--- src/rtl/l2_task_fire_arbiter.sv ---
// Round-robin arbiter sharing the L2 task-fire port among NUM_REQ DAG schedulers.
// Optional hung-fire watchdog enabled by defining L2_FIRE_WATCHDOG_EN.

package l2_task_fire_arbiter_pkg;

  localparam int MAX_DAG_NUM = 4;

  typedef struct packed {
    logic        pseudo_fire_flag;
    logic [7:0]  dag_id;
    logic [15:0] task_id;
  } task_manager_req_t;

  typedef struct packed {
    logic task_fire_req_ack;
    logic skip_code_transmittion_flag;
    logic task_fire_req_nack;
  } task_manager_resp_t;

endpackage

module l2_task_fire_arbiter
  import l2_task_fire_arbiter_pkg::*;
#(
  parameter int  NUM_REQ        = MAX_DAG_NUM,
  parameter int  TIMEOUT_CYCLES = 1024,
  localparam int IDW            = $clog2(NUM_REQ)
) (
  input  logic               clk_i,
  input  logic               rst_ni,
  input  logic [NUM_REQ-1:0] req_valid_i,
  input  task_manager_req_t  req_i [NUM_REQ],
  output task_manager_resp_t resp_o [NUM_REQ],
  output logic               fire_valid_o,
  output task_manager_req_t  fire_req_o,
  input  task_manager_resp_t fire_resp_i,
  output logic               busy_o,
  output logic [IDW-1:0]     grant_id_o,
  output logic               timeout_o
);

  if (NUM_REQ < 2) begin : g_bad_num_req
    $error("l2_task_fire_arbiter: NUM_REQ must be at least 2");
  end
  if (TIMEOUT_CYCLES < 2) begin : g_bad_timeout
    $error("l2_task_fire_arbiter: TIMEOUT_CYCLES must be at least 2");
  end

  typedef enum logic [1:0] {
    IDLE = 2'd0,
    BUSY = 2'd1,
    RESP = 2'd2
  } state_e;

  state_e             state_q, state_d;
  logic [IDW-1:0]     last_ptr_q;
  logic [IDW-1:0]     grant_q;
  task_manager_req_t  fire_req_q;
  task_manager_resp_t resp_q;

  logic               any_valid;
  logic [IDW-1:0]     winner;
  logic [IDW-1:0]     cand;
  logic               load_grant;
  logic               capture_resp;
  logic               resp_seen;

  assign resp_seen = fire_resp_i.task_fire_req_ack | fire_resp_i.task_fire_req_nack;

  // Rotating priority: scan starts one past the last served requester.
  // NOTE: every variable assigned in always_comb gets a default first so no latch is inferred.
  always_comb begin
    any_valid = 1'b0;
    winner    = '0;
    cand      = last_ptr_q;
    for (int i = 0; i < NUM_REQ; i++) begin
      cand = (cand == IDW'(NUM_REQ - 1)) ? '0 : cand + 1'b1;
      if (!any_valid && req_valid_i[cand]) begin
        any_valid = 1'b1;
        winner    = cand;
      end
    end
  end

`ifdef L2_FIRE_WATCHDOG_EN
  logic [31:0] wd_cnt_q;
  logic        wd_expire;
  logic        timeout_q;
`endif

  always_comb begin
    state_d      = state_q;
    load_grant   = 1'b0;
    capture_resp = 1'b0;
`ifdef L2_FIRE_WATCHDOG_EN
    wd_expire    = 1'b0;
`endif
    unique case (state_q)
      IDLE: begin
        if (any_valid) begin
          load_grant = 1'b1;
          state_d    = BUSY;
        end
      end
      BUSY: begin
        // A real response on the expiry cycle takes precedence over the watchdog.
        if (resp_seen) begin
          capture_resp = 1'b1;
          state_d      = RESP;
        end
`ifdef L2_FIRE_WATCHDOG_EN
        else if (wd_cnt_q == 32'(TIMEOUT_CYCLES - 1)) begin
          wd_expire = 1'b1;
          state_d   = RESP;
        end
`endif
      end
      RESP:    state_d = IDLE;
      default: state_d = IDLE;
    endcase
  end

  // NOTE: sequential state uses non-blocking assignments so every register samples pre-edge values.
  always_ff @(posedge clk_i or negedge rst_ni) begin
    if (!rst_ni) begin
      state_q <= IDLE;
    end else begin
      state_q <= state_d;
    end
  end

  // NOTE: the payload register is reset too, so fire_req_o is defined from the first cycle.
  always_ff @(posedge clk_i or negedge rst_ni) begin
    if (!rst_ni) begin
      last_ptr_q <= IDW'(NUM_REQ - 1);
      grant_q    <= '0;
      fire_req_q <= '0;
      resp_q     <= '0;
    end else begin
      if (load_grant) begin
        grant_q    <= winner;
        fire_req_q <= req_i[winner];
      end
      if (capture_resp) begin
        resp_q <= '{task_fire_req_ack:           fire_resp_i.task_fire_req_ack,
                    skip_code_transmittion_flag: fire_resp_i.skip_code_transmittion_flag,
                    task_fire_req_nack:          fire_resp_i.task_fire_req_nack &
                                                 ~fire_resp_i.task_fire_req_ack};
      end
`ifdef L2_FIRE_WATCHDOG_EN
      if (wd_expire) begin
        resp_q <= '{task_fire_req_ack: 1'b0, skip_code_transmittion_flag: 1'b0,
                    task_fire_req_nack: 1'b1};
      end
`endif
      if (state_q == RESP) begin
        last_ptr_q <= grant_q;
      end
    end
  end

`ifdef L2_FIRE_WATCHDOG_EN
  always_ff @(posedge clk_i or negedge rst_ni) begin
    if (!rst_ni) begin
      wd_cnt_q  <= '0;
      timeout_q <= 1'b0;
    end else begin
      if (load_grant) begin
        wd_cnt_q <= '0;
      end else if (state_q == BUSY) begin
        wd_cnt_q <= wd_cnt_q + 32'd1;
      end
      // Lines up with the RESP cycle that carries the synthesized nack.
      timeout_q <= wd_expire;
    end
  end

  assign timeout_o = timeout_q;
`else
  assign timeout_o = 1'b0;
`endif

  assign fire_valid_o = (state_q == BUSY);
  assign fire_req_o   = (state_q == BUSY) ? fire_req_q : '0;
  assign busy_o       = (state_q != IDLE);
  assign grant_id_o   = grant_q;

  always_comb begin
    for (int i = 0; i < NUM_REQ; i++) begin
      resp_o[i] = '0;
      if ((state_q == RESP) && (grant_q == IDW'(i))) begin
        resp_o[i] = resp_q;
      end
    end
  end

endmodule

--- config.mk ---
export PLATFORM = sky130hd
export DESIGN_NAME = l2_task_fire_arbiter
export DESIGN_NICKNAME = d
export VERILOG_FILES = /design/src/rtl/l2_task_fire_arbiter.sv
export SDC_FILE = /design/constraint.sdc
export NUM_CORES = 1
export LEC_CHECK = 0
export ABC_AREA = 0
export BUFFER_PORTS_ARGS = -buffer_cell sky130_fd_sc_hd__buf_2
export CAP_MARGIN = 40
export CORE_UTILIZATION = 48
export DETAILED_ROUTE_END_ITERATION = 10
export PLACE_DENSITY = 0.83
export SETUP_SLACK_MARGIN = 0.5
export SYNTH_ARGS = -nofsm -noshare
export SYNTH_HDL_FRONTEND = slang
export SYNTH_SLANG_ARGS = --single-unit
--- constraint.sdc ---
create_clock -name clk_i -period 3.97 [get_ports clk_i]
set_clock_uncertainty 0.2 [all_clocks]
set_input_delay 0.794 -clock clk_i [delete_from_list [all_inputs] [get_ports clk_i]]
set_output_delay 0.794 -clock clk_i [all_outputs]
set_load 0.005 [all_outputs]
==> metrics.md <==
| Metric | Value |
|---|---|
| Largest net degree at the start of global routing | 43 |
| Setup tns final | 0 ns |
| Yosys top cell area share | 0.309 |
| Syn nets | 366 |
| Residual DRC | 0 |
| CP Capture Type | register |
| Slew @ Worst Pin | 0.777 ns |
| Vias in the first global route | 2419 |
| Clock buffer depth | 2 |
| Final Util | 0.664 |
| Iteration-0 DRC Markers | 211 |
| Top area cells in the synthesized netlist | dfrtp_1 (31%), mux2i_1 (20%), o221ai_2 (11%), and2_1 (6.0%), nand2_1 (5.1%) |
| Port Buf Inserts | 149 |
| H-tree lvl count | 2 |
| Period utilisation layout | 0.790 |
| Slowest-stage cell, CP | dfstp_2 |
| Nets@finish | 507 |
| Die area | 0.00570 mm^2 |
| Prevailing post-synth register cell | dfrtp_1 |
| Die Ht | 75.5 um |
| Post-synth EDFFs | 0 |
| CTS root buffer | clkbuf_8 |
| Setup violations, final | 0 |
| IO Pins | 151 |
| TritonCTS clock tree | yes |
| Cell Area, Synth | 0.00259 mm^2 |
| Max IR drop VDD | 0.000498 V |
| Max-Cap Viols | 0 |
| Total grt overflow | 0 |
| Largest area contributor in the synthesized netlist | dfrtp_1 |
| Hold Violations, Final | 0 |
| P per Cell Area | 840 mW/mm^2 |
| Fmax | 319 MHz |
| Post-Syn Instances | 256 |
| Worst hold slack | 0.282 ns |
| First-pass GRT wire length | 10600 um |
| Overall routed net length | 6740 um |
| Antenna-violating nets left | 0 |
| Hold Buf Count CTS | 0 |
| Layout cells sized above 1 | 0.492 |
| Detailed Place HPWL | 5010 um |
| Max-slew violations | 0 |
| Status | complete, no violations |
| Startpoint types | register |
| Worst setup path category | register to register |
| Tot Pwr | 2.87 mW |
| Area growth syn-to-layout | 31.6% |
| FF+latch count, synth | 34 |
| Relative slew slack | 0.482 |
| All-Layer GR Usage | 0.241 |
| Fillers | 443 |
| Worst EP arrival | 3.08 ns |
| Worst skew pair latency | 0.28 ns |
| Synthesis Warnings | 0 |
| Die width | 75.5 um |
| Mean post-synth cell area | 10.1 um^2 |
| Leakage power | 1.77 nW |
| RSZ-0062 raised after global routing | no |
| Critical Path RT | 3.91 ns |
| Core footprint | 0.00514 mm^2 |
| DRT Pass-1 Iters | 7 |
| Register area share after synthesis | 0.329 |
| Yosys cell types | 45 |
| Drt wl/cell | 14.4 um |
| Count leader, synth | mux2i_1 |
| FP Rows | 26 |
| Crit Path Max Fanout | 42 |
| Crit-path max cell delay | 0.68 ns |
| Vias per cell | 5.31 |
| Crit path cell chain | ha_1 -> nand2b_1 -> a21boi_1 -> o31a_1 -> nor3_4 -> buf_6 -> mux2i_1 -> o221ai_1 |
| Via count | 2485 |
| TritonCTS Sinks | 34 |
| Initial antenna violation count | 0 |
| Initial Util | 0.505 |
| TritonCTS buffer count | 5 |
| Class of the worst hold path | register to register |
| Fraction of registers with async set/reset | 1.00 |
| GP Congestion | 0.804 |
| Crit-path leading delay family | flip-flops |
| Clock-pin slew on the worst setup and hold paths | 0.07 ns |
| WP buf/inv | 1 |
| # diodes | 0 |
| Post-layout min period | 3.14 ns |
| Commonest cells in the netlist | mux2i_1 (52), nand2_1 (35), dfrtp_1 (32), and2_1 (25), o221ai_2 (19) |
-- cell type report --
type / instances / area [um^2] / area share
multi-input combinational: 200 / 1580 / 0.463
sequential: 34 / 853 / 0.250
timing repair buffer: 156 / 802 / 0.235
tap: 70 / 87.6 / 0.0257
clock buffer: 7 / 86.3 / 0.0253
clock inverter: 1 / 5.00 / 0.00147
-- routing by layer --
metal	vias up	global-route usage	routed length, um
met5	-	0	0
met4	0	0.0617	59
met3	7	0.0463	318
met2	88	0.427	3400
met1	1180	0.303	2960
li1	1210	-	-
-- placed cells by master (no fill, tap or decap), types with 2 or more instances in the layout --
cell      instances
a21oi_1           4
and2_1           25
and3b_1           2
buf_2           149
buf_4             6
clkbuf_8          6
dfrtp_1          32
dfstp_2           2
mux2_2            4
mux2i_1          52
nand2_1          35
nand2b_1          4
nand3_1           2
nor2_1           12
nor2b_1           2
nor3_1            3
o211ai_1          2
o21ai_0           3
o221ai_1          6
o221ai_2         19
or2_2             2
-- power by group --
part | leakage [nW] | switching, mW | internal [mW]
Combinational | 1.31 | 1.03 | 0.914
Sequential | 0.413 | 0.119 | 0.539
Clock | 0.0482 | 0.126 | 0.140
Total | 1.77 | 1.27 | 1.59
-- state kept, by name (all words and copies together), names as in the netlist --
register,count
fire_req_q,25
resp_q,3
grant_id_o,2
last_ptr_q,2
state_q,2
-- tightest hold or removal path, delay by kind of cell, from the launching register on --
family	cells	cell delay (ns)
flip-flops	1	0.34
AND/OR/NAND/NOR	1	0.05
AO/OA/AOI/OAI	1	0.06
-- final timing paths --
check / startpoint / to / slack, ns / cells after the start
max in group asynchronous: rst_ni / resp_q[1] / 2.69 / 1
min in group asynchronous: rst_ni / fire_req_q[8] / 0.38 / 1
hold / removal: fire_req_q[0] / fire_req_q[0] / 0.28 / 2
setup / recovery: last_ptr_q[0] / fire_req_q[22] / 0.83 / 8
setup reg to reg: last_ptr_q[0] / fire_req_q[22] / 0.83 / 8
hold reg to reg: fire_req_q[0] / fire_req_q[0] / 0.28 / 2
-- stage by stage --
stage	area (um^2)	instances	setup slack, ns
floorplan	2590	256	1.41
global placement	3320	460	0.812
finish	3410	468	0.834
CTS	3410	468	0.694
detailed placement	3320	460	0.695
global route	3410	468	0.640
-- kinds of logic after synthesis --
logic type / count (synthesis) / synth area share
buf+inv: 22 / 0.0651
mux: 57 / 0.224
fa+ha+maj: 1 / 0.00482
xor+xnor: 1 / 0.00338
simple gates: 98 / 0.199
other cells: 1 / 0.00145
compound gates: 42 / 0.174
flops: 34 / 0.329
-- what timing repair did --
action | in CTS | in global routing
setup buffers | 0 | 0
resized for setup | 0 | 1
endpoints found under the setup margin | 0 | 6
Note: power is estimated with default switching activity, not from simulation.
